$ cat src/rtl/tlb_op_unit.sv
// tlb_pkg / tlb_op_unit
//
// Executes the MIPS TLB instructions (TLBP, TLBR, TLBWI, TLBWR) issued by the
// pipeline against an external TLB array, and maintains the CP0 Random
// register used by TLBWR.
//
// Ports:
//   clk, reset           clock, synchronous active-high reset
//   op_valid/op_type     operation request (00 TLBP, 01 TLBR, 10 TLBWI, 11 TLBWR)
//   op_ready/op_done     accept handshake (IDLE only) / one-cycle completion pulse
//   cp0_entryhi/index/wired/entry   current CP0 register values
//   tlbrw_index/we/wdata/rdata      TLB read/write port (rdata combinational)
//   tlbp_entry_hi/tlbp_index        TLB probe port (index bit 31 = miss)
//   wb_index_we/wb_index            Index register write-back
//   wb_entry_we/wb_entry            EntryHi/EntryLo0/EntryLo1/PageMask write-back
//   cp0_random                      Random register, zero-extended

package tlb_pkg;
    typedef struct packed {
        logic [18:0] vpn2;
        logic [7:0]  asid;
        logic [11:0] pagemask;
        logic        g;
        logic [19:0] pfn0;
        logic [2:0]  c0;
        logic        d0;
        logic        v0;
        logic [19:0] pfn1;
        logic [2:0]  c1;
        logic        d1;
        logic        v1;
    } tlb_entry_t;
endpackage

module tlb_op_unit
    import tlb_pkg::*;
#(
    parameter int TLB_ENTRIES_NUM = 16
) (
    input  logic                               clk,
    input  logic                               reset,
    input  logic                               op_valid,
    input  logic [1:0]                         op_type,
    output logic                               op_ready,
    output logic                               op_done,
    input  logic [31:0]                        cp0_entryhi,
    input  logic [31:0]                        cp0_index,
    input  logic [31:0]                        cp0_wired,
    input  tlb_entry_t                         cp0_entry,
    output logic [$clog2(TLB_ENTRIES_NUM)-1:0] tlbrw_index,
    output logic                               tlbrw_we,
    output tlb_entry_t                         tlbrw_wdata,
    input  tlb_entry_t                         tlbrw_rdata,
    output logic [31:0]                        tlbp_entry_hi,
    input  logic [31:0]                        tlbp_index,
    output logic                               wb_index_we,
    output logic [31:0]                        wb_index,
    output logic                               wb_entry_we,
    output tlb_entry_t                         wb_entry,
    output logic [31:0]                        cp0_random
);

    localparam int IW = $clog2(TLB_ENTRIES_NUM);
    localparam logic [IW-1:0] RAND_MAX = IW'(TLB_ENTRIES_NUM - 1);

    typedef enum logic [1:0] {
        S_IDLE,
        S_EXEC,
        S_RESP
    } state_e;

    typedef enum logic [1:0] {
        OP_TLBP  = 2'b00,
        OP_TLBR  = 2'b01,
        OP_TLBWI = 2'b10,
        OP_TLBWR = 2'b11
    } op_e;

    state_e        r_state;
    state_e        w_state_next;
    op_e           r_op;
    logic [31:0]   r_entryhi;
    logic [IW-1:0] r_index;
    tlb_entry_t    r_entry;
    logic [IW-1:0] r_rand_lat;
    logic [31:0]   r_probe;
    tlb_entry_t    r_rdata;
    logic [IW-1:0] r_random;
    logic [31:0]   r_wired_q;
    logic [IW-1:0] w_random_next;
    logic          w_accept;
    logic          w_unused_index;

    // Only the low IW bits of Index select an entry.
    assign w_unused_index = ^cp0_index[31:IW];

    assign w_accept = (r_state == S_IDLE) && op_valid;

    // Random reloads on a Wired change, when Wired covers the whole TLB,
    // or once it reaches the wired boundary; otherwise it counts down.
    always_comb begin
        w_random_next = r_random - 1'b1;
        if ((cp0_wired != r_wired_q) || (|cp0_wired[31:IW]) ||
            (r_random <= cp0_wired[IW-1:0])) begin
            w_random_next = RAND_MAX;
        end
    end

    always_ff @(posedge clk) begin
        if (reset) begin
            r_state    <= S_IDLE;
            r_op       <= OP_TLBP;
            r_entryhi  <= '0;
            r_index    <= '0;
            r_entry    <= '0;
            r_rand_lat <= '0;
            r_probe    <= '0;
            r_rdata    <= '0;
            r_random   <= RAND_MAX;
            // Track Wired through reset so its first post-reset value is not
            // mistaken for a change.
            r_wired_q  <= cp0_wired;
        end else begin
            r_state   <= w_state_next;
            r_wired_q <= cp0_wired;
            r_random  <= w_random_next;
            if (w_accept) begin
                r_op       <= op_e'(op_type);
                r_entryhi  <= cp0_entryhi;
                r_index    <= cp0_index[IW-1:0];
                r_entry    <= cp0_entry;
                r_rand_lat <= r_random;
            end
            if (r_state == S_EXEC && r_op == OP_TLBP) r_probe <= tlbp_index;
            if (r_state == S_EXEC && r_op == OP_TLBR) r_rdata <= tlbrw_rdata;
        end
    end

    always_comb begin
        w_state_next  = r_state;
        op_ready      = 1'b0;
        op_done       = 1'b0;
        tlbrw_index   = '0;
        tlbrw_we      = 1'b0;
        tlbrw_wdata   = '0;
        tlbp_entry_hi = '0;
        wb_index_we   = 1'b0;
        wb_entry_we   = 1'b0;
        case (r_state)
            S_IDLE: begin
                op_ready = 1'b1;
                if (op_valid) w_state_next = S_EXEC;
            end
            S_EXEC: begin
                w_state_next = S_RESP;
                case (r_op)
                    OP_TLBP:  tlbp_entry_hi = r_entryhi;
                    OP_TLBR:  tlbrw_index   = r_index;
                    OP_TLBWI: begin
                        tlbrw_we    = 1'b1;
                        tlbrw_index = r_index;
                        tlbrw_wdata = r_entry;
                    end
                    OP_TLBWR: begin
                        tlbrw_we    = 1'b1;
                        tlbrw_index = r_rand_lat;
                        tlbrw_wdata = r_entry;
                    end
                    default: ;
                endcase
            end
            S_RESP: begin
                w_state_next = S_IDLE;
                op_done      = 1'b1;
                wb_index_we  = (r_op == OP_TLBP);
                wb_entry_we  = (r_op == OP_TLBR);
            end
            default: w_state_next = S_IDLE;
        endcase
    end

    assign wb_index   = r_probe;
    assign wb_entry   = r_rdata;
    assign cp0_random = {{(32 - IW){1'b0}}, r_random};

endmodule

$ cat config.mk
export PLATFORM = sky130hd
export DESIGN_NAME = tlb_op_unit
export DESIGN_NICKNAME = d
export VERILOG_FILES = /design/src/rtl/tlb_op_unit.sv
export SDC_FILE = /design/constraint.sdc
export NUM_CORES = 1
export LEC_CHECK = 0
export BUFFER_PORTS_ARGS = -buffer_cell sky130_fd_sc_hd__buf_2
export CELL_PAD_IN_SITES_DETAIL_PLACEMENT = 1
export CELL_PAD_IN_SITES_GLOBAL_PLACEMENT = 2
export CORE_AREA = 3 3 230 232
export DETAILED_ROUTE_END_ITERATION = 7
export DIE_AREA = 0 0 233 235
export GPL_TIMING_DRIVEN = 0
export PLACE_DENSITY_LB_ADDON = 0.1
export SKIP_CTS_REPAIR_TIMING = 1
export SYNTH_ARGS = -nofsm -noshare
export SYNTH_HDL_FRONTEND = slang
export SYNTH_SLANG_ARGS = --single-unit
$ cat constraint.sdc
create_clock -name clk -period 3.3 [get_ports clk]
set_input_delay 0.66 -clock clk [delete_from_list [all_inputs] [get_ports clk]]
set_output_delay 0.66 -clock clk [all_outputs]
set_load 0.05 [all_outputs]
==> results.yml <==
logic_synthesis:
  synth-xor-area-share_pct: 2.33
  synth_largest_area_cell: "dfxtp_1"
  yosysUniqueCellTypes: 29
  synth_top_area_share_pct: 51.8
  yosys.area_share.simple_pct: 26.3
  muxShareOfSynthArea_pct: 0
  synth_top_family_by_area: "simple AND/OR/NAND/NOR gates"
  netlist_area_um2: 11300
  synthTopCellsByArea: "dfxtp_1 (52%), nand2_1 (17%), a21oi_1 (11%)"
  synth_sequential_area_ratio_pct: 51.8
  synth_seq_cells: 292
  yosysWarnings: 0
  syn_inst: 1410
  synth_area_per_cell_um2: 8.01
  synth-compound-area-share_pct: 11.8
  synth_fa_ha_area_share_pct: 0.998
clocking:
  cts_tree: "done"
  h-tree-depth: 2
  cts_inserted_buffers: 38
  cts.path.max_buffers: 3
  clk_latency_ps: 550
  cts.sinks: 292
  root_buffer: "clkbuf_16"
  clkTransAtPathRegs_ps: 60
sta:
  fin_crit_sh_pct: 94.1
  setup_viol: 0
  whs_ps: 230
  slew_violations: 0
  relSlewSlack_pct: 44.0
  rsz0062_at_grt: "yes"
  tightest_slew_ps: 841
  fin_crit_ps: 3110
  finalHoldViolCount: 0
  skew_ps: 13.4
  max_freq_mhz: 322
grt:
  grt_pass1_vias: 11700
  grt_usage_pct: 17.9
  grt_pass1_wl_um: 73700
  antenna_found_initial: 18
  grt-ovfl-total: 0
  grt_max_degree: 14
hold_path:
  hold_path_class: "input port to flip-flop"
  min-delay-start: "cp0_wired[4]"
  hold_depth: 1
  min_to: "r_wired_q[4]$_DFF_P_"
finish:
  postLayoutCellArea_um2: 16300
  finalNonFillerCells: 2734
  layout_commonest_cell: "buf_2"
  syn_to_final_growth_pct: 44.2
  fin_nets: 2339
  fill_cells: 6315
  final_cell_mix: "buf_2 (560), nand2_1 (511), dfxtp_1 (292), a21oi_1 (256), and2_1 (94)"
  layout-drive-gt1-share_pct: 32.9
critical_path:
  cp_max_fo: 10
  crit_path_end_kind: "output port"
  worst_setup_path_start_kind: "flip-flop"
  arrival_ps: 2450
  critPathKind: "flip-flop to output port"
  reg2reg_slack_ps: 1510
  r2r-start: "r_op[0]$_SDFFE_PP0P_"
  ff2ff_path_depth: 7
  required_ps: 2640
  r2r_end: "wb_index[13]$_SDFFE_PP0P_"
die:
  start_util_pct: 22.0
  io-pin-count: 598
  num_rows: 83
  die_h_um: 235
  core_area_um2: 51200
  die_area_um2: 54800
  fp.dieW_um: 233
power_and_ir_drop:
  p_leak_nw: 7.60
  power_density_nw_per_um2: 558
  report.power.total_w: 0.00907
  ir_worst_vdd_v: 0.000389
placed_design:
  io_buffers: 540
  dp.cells: 2657
  routabilityCongestion: 0.779
  place_area_um2: 14900
  hpwl_um: 40200
drt:
  dr_wl_met3_um: 3850
  drc_errors: 0
  drt_wl_total_um: 51000
  drtPass1Iterations: 4
  met2_length_um: 25700
  num_vias: 11400
  wl_met1_um: 20000
  vias_per_cell: 4.16
  avgRoutedWirePerCell_um: 18.7
  dr.max_layer_used: "met5"
  drt_iter0_drc: 368
  ant_nets: 0
flow_run:
  max_cap_violations: 0
status:
  run_status: "completed"
## power by group
part           switching [W]  leakage (nW)  internal (W)
sequential         0.0000683          2.39       0.00368
clock                0.00161         0.625       0.00271
combinational       0.000660          4.59      0.000339
## critical path, cell delays in order (launching register included)
cell,delay (ps)
dfxtp_1,390
ha_1,300
o21a_1,140
buf_2,260
clkbuf_1,330
and2_1,210
buf_2,270
## per-layer routing
layer,global-route usage (%),vias up
li1,-,5707
met1,19.9,5240
met2,31.9,315
met3,5.78,82
met4,5.84,18
met5,0,-
## synth_stat cells (all sizes together)
cell and n:
nand2b 1, buf 74, conb 1, and4 1
and2 95, and3 36, nand2 512, o211ai 1
o21a 1, nand4 12, a21oi 256, nor2b 4
a22oi 4, ha 9, xor2 4, clkbuf 55
nor4 9, inv 7, xnor2 26, nor3 3
nor2 7, dfxtp 292
## stage by stage
stage / TNS, ps / util [%] / worst slack, ps
6_report: 0 / 31.8 / 195
5_1_grt: -255 / 31.8 / -28.3
4_1_cts: -3570 / 31.7 / -227
3_5_place_dp: 0 / 29.2 / 379
3_3_place_gp: 0 / 29.2 / 420
2_1_floorplan: 0 / - / 935
## cell type report
cell class,instances,area (um2),share of cell area [%]
inverters,7,26.3,0.161
multi-input cells,1009,4780,29.3
clock buffers,60,1160,7.11
well taps,680,851,5.23
repair buffers,540,2700,16.6
clock inverters,7,140,0.861
flip-flops and latches,292,5850,35.9
diodes,10,25.0,0.154
plain buffers,129,749,4.61
## cells by family after synthesis
family / count (synthesis)
AOI/OAI and AO/OA: 262
xor gates and xnor gates: 30
other: 1
and+or+nand+nor: 680
adders and majority gates: 9
buffers and inverters: 136
DFF: 292
## worst max-delay path by stage
stage,startpoint,to,depth (start not counted)
global route,r_op[0]$_SDFFE_PP0P_,tlbrw_wdata[53],6
detailed placement,r_op[0]$_SDFFE_PP0P_,tlbrw_wdata[1],6
floorplan,r_state[1]$_SDFFE_PP0P_,wb_entry_we,2
CTS,r_op[0]$_SDFFE_PP0P_,tlbrw_wdata[1],6
global placement,r_op[0]$_SDFFE_PP0P_,tlbrw_wdata[12],6
finish,r_op[0]$_SDFFE_PP0P_,tlbrw_wdata[62],6
## flip-flops by register name, summed over array words and instances (netlist names)
register / flops
r_entryhi: 32
wb_entry: 90
r_state: 2
r_wired_q: 32
r_rand_lat: 4
r_random: 4
wb_index: 32
r_index: 4
r_entry: 90
r_op: 2
Note: power is estimated with default switching activity, not from simulation.
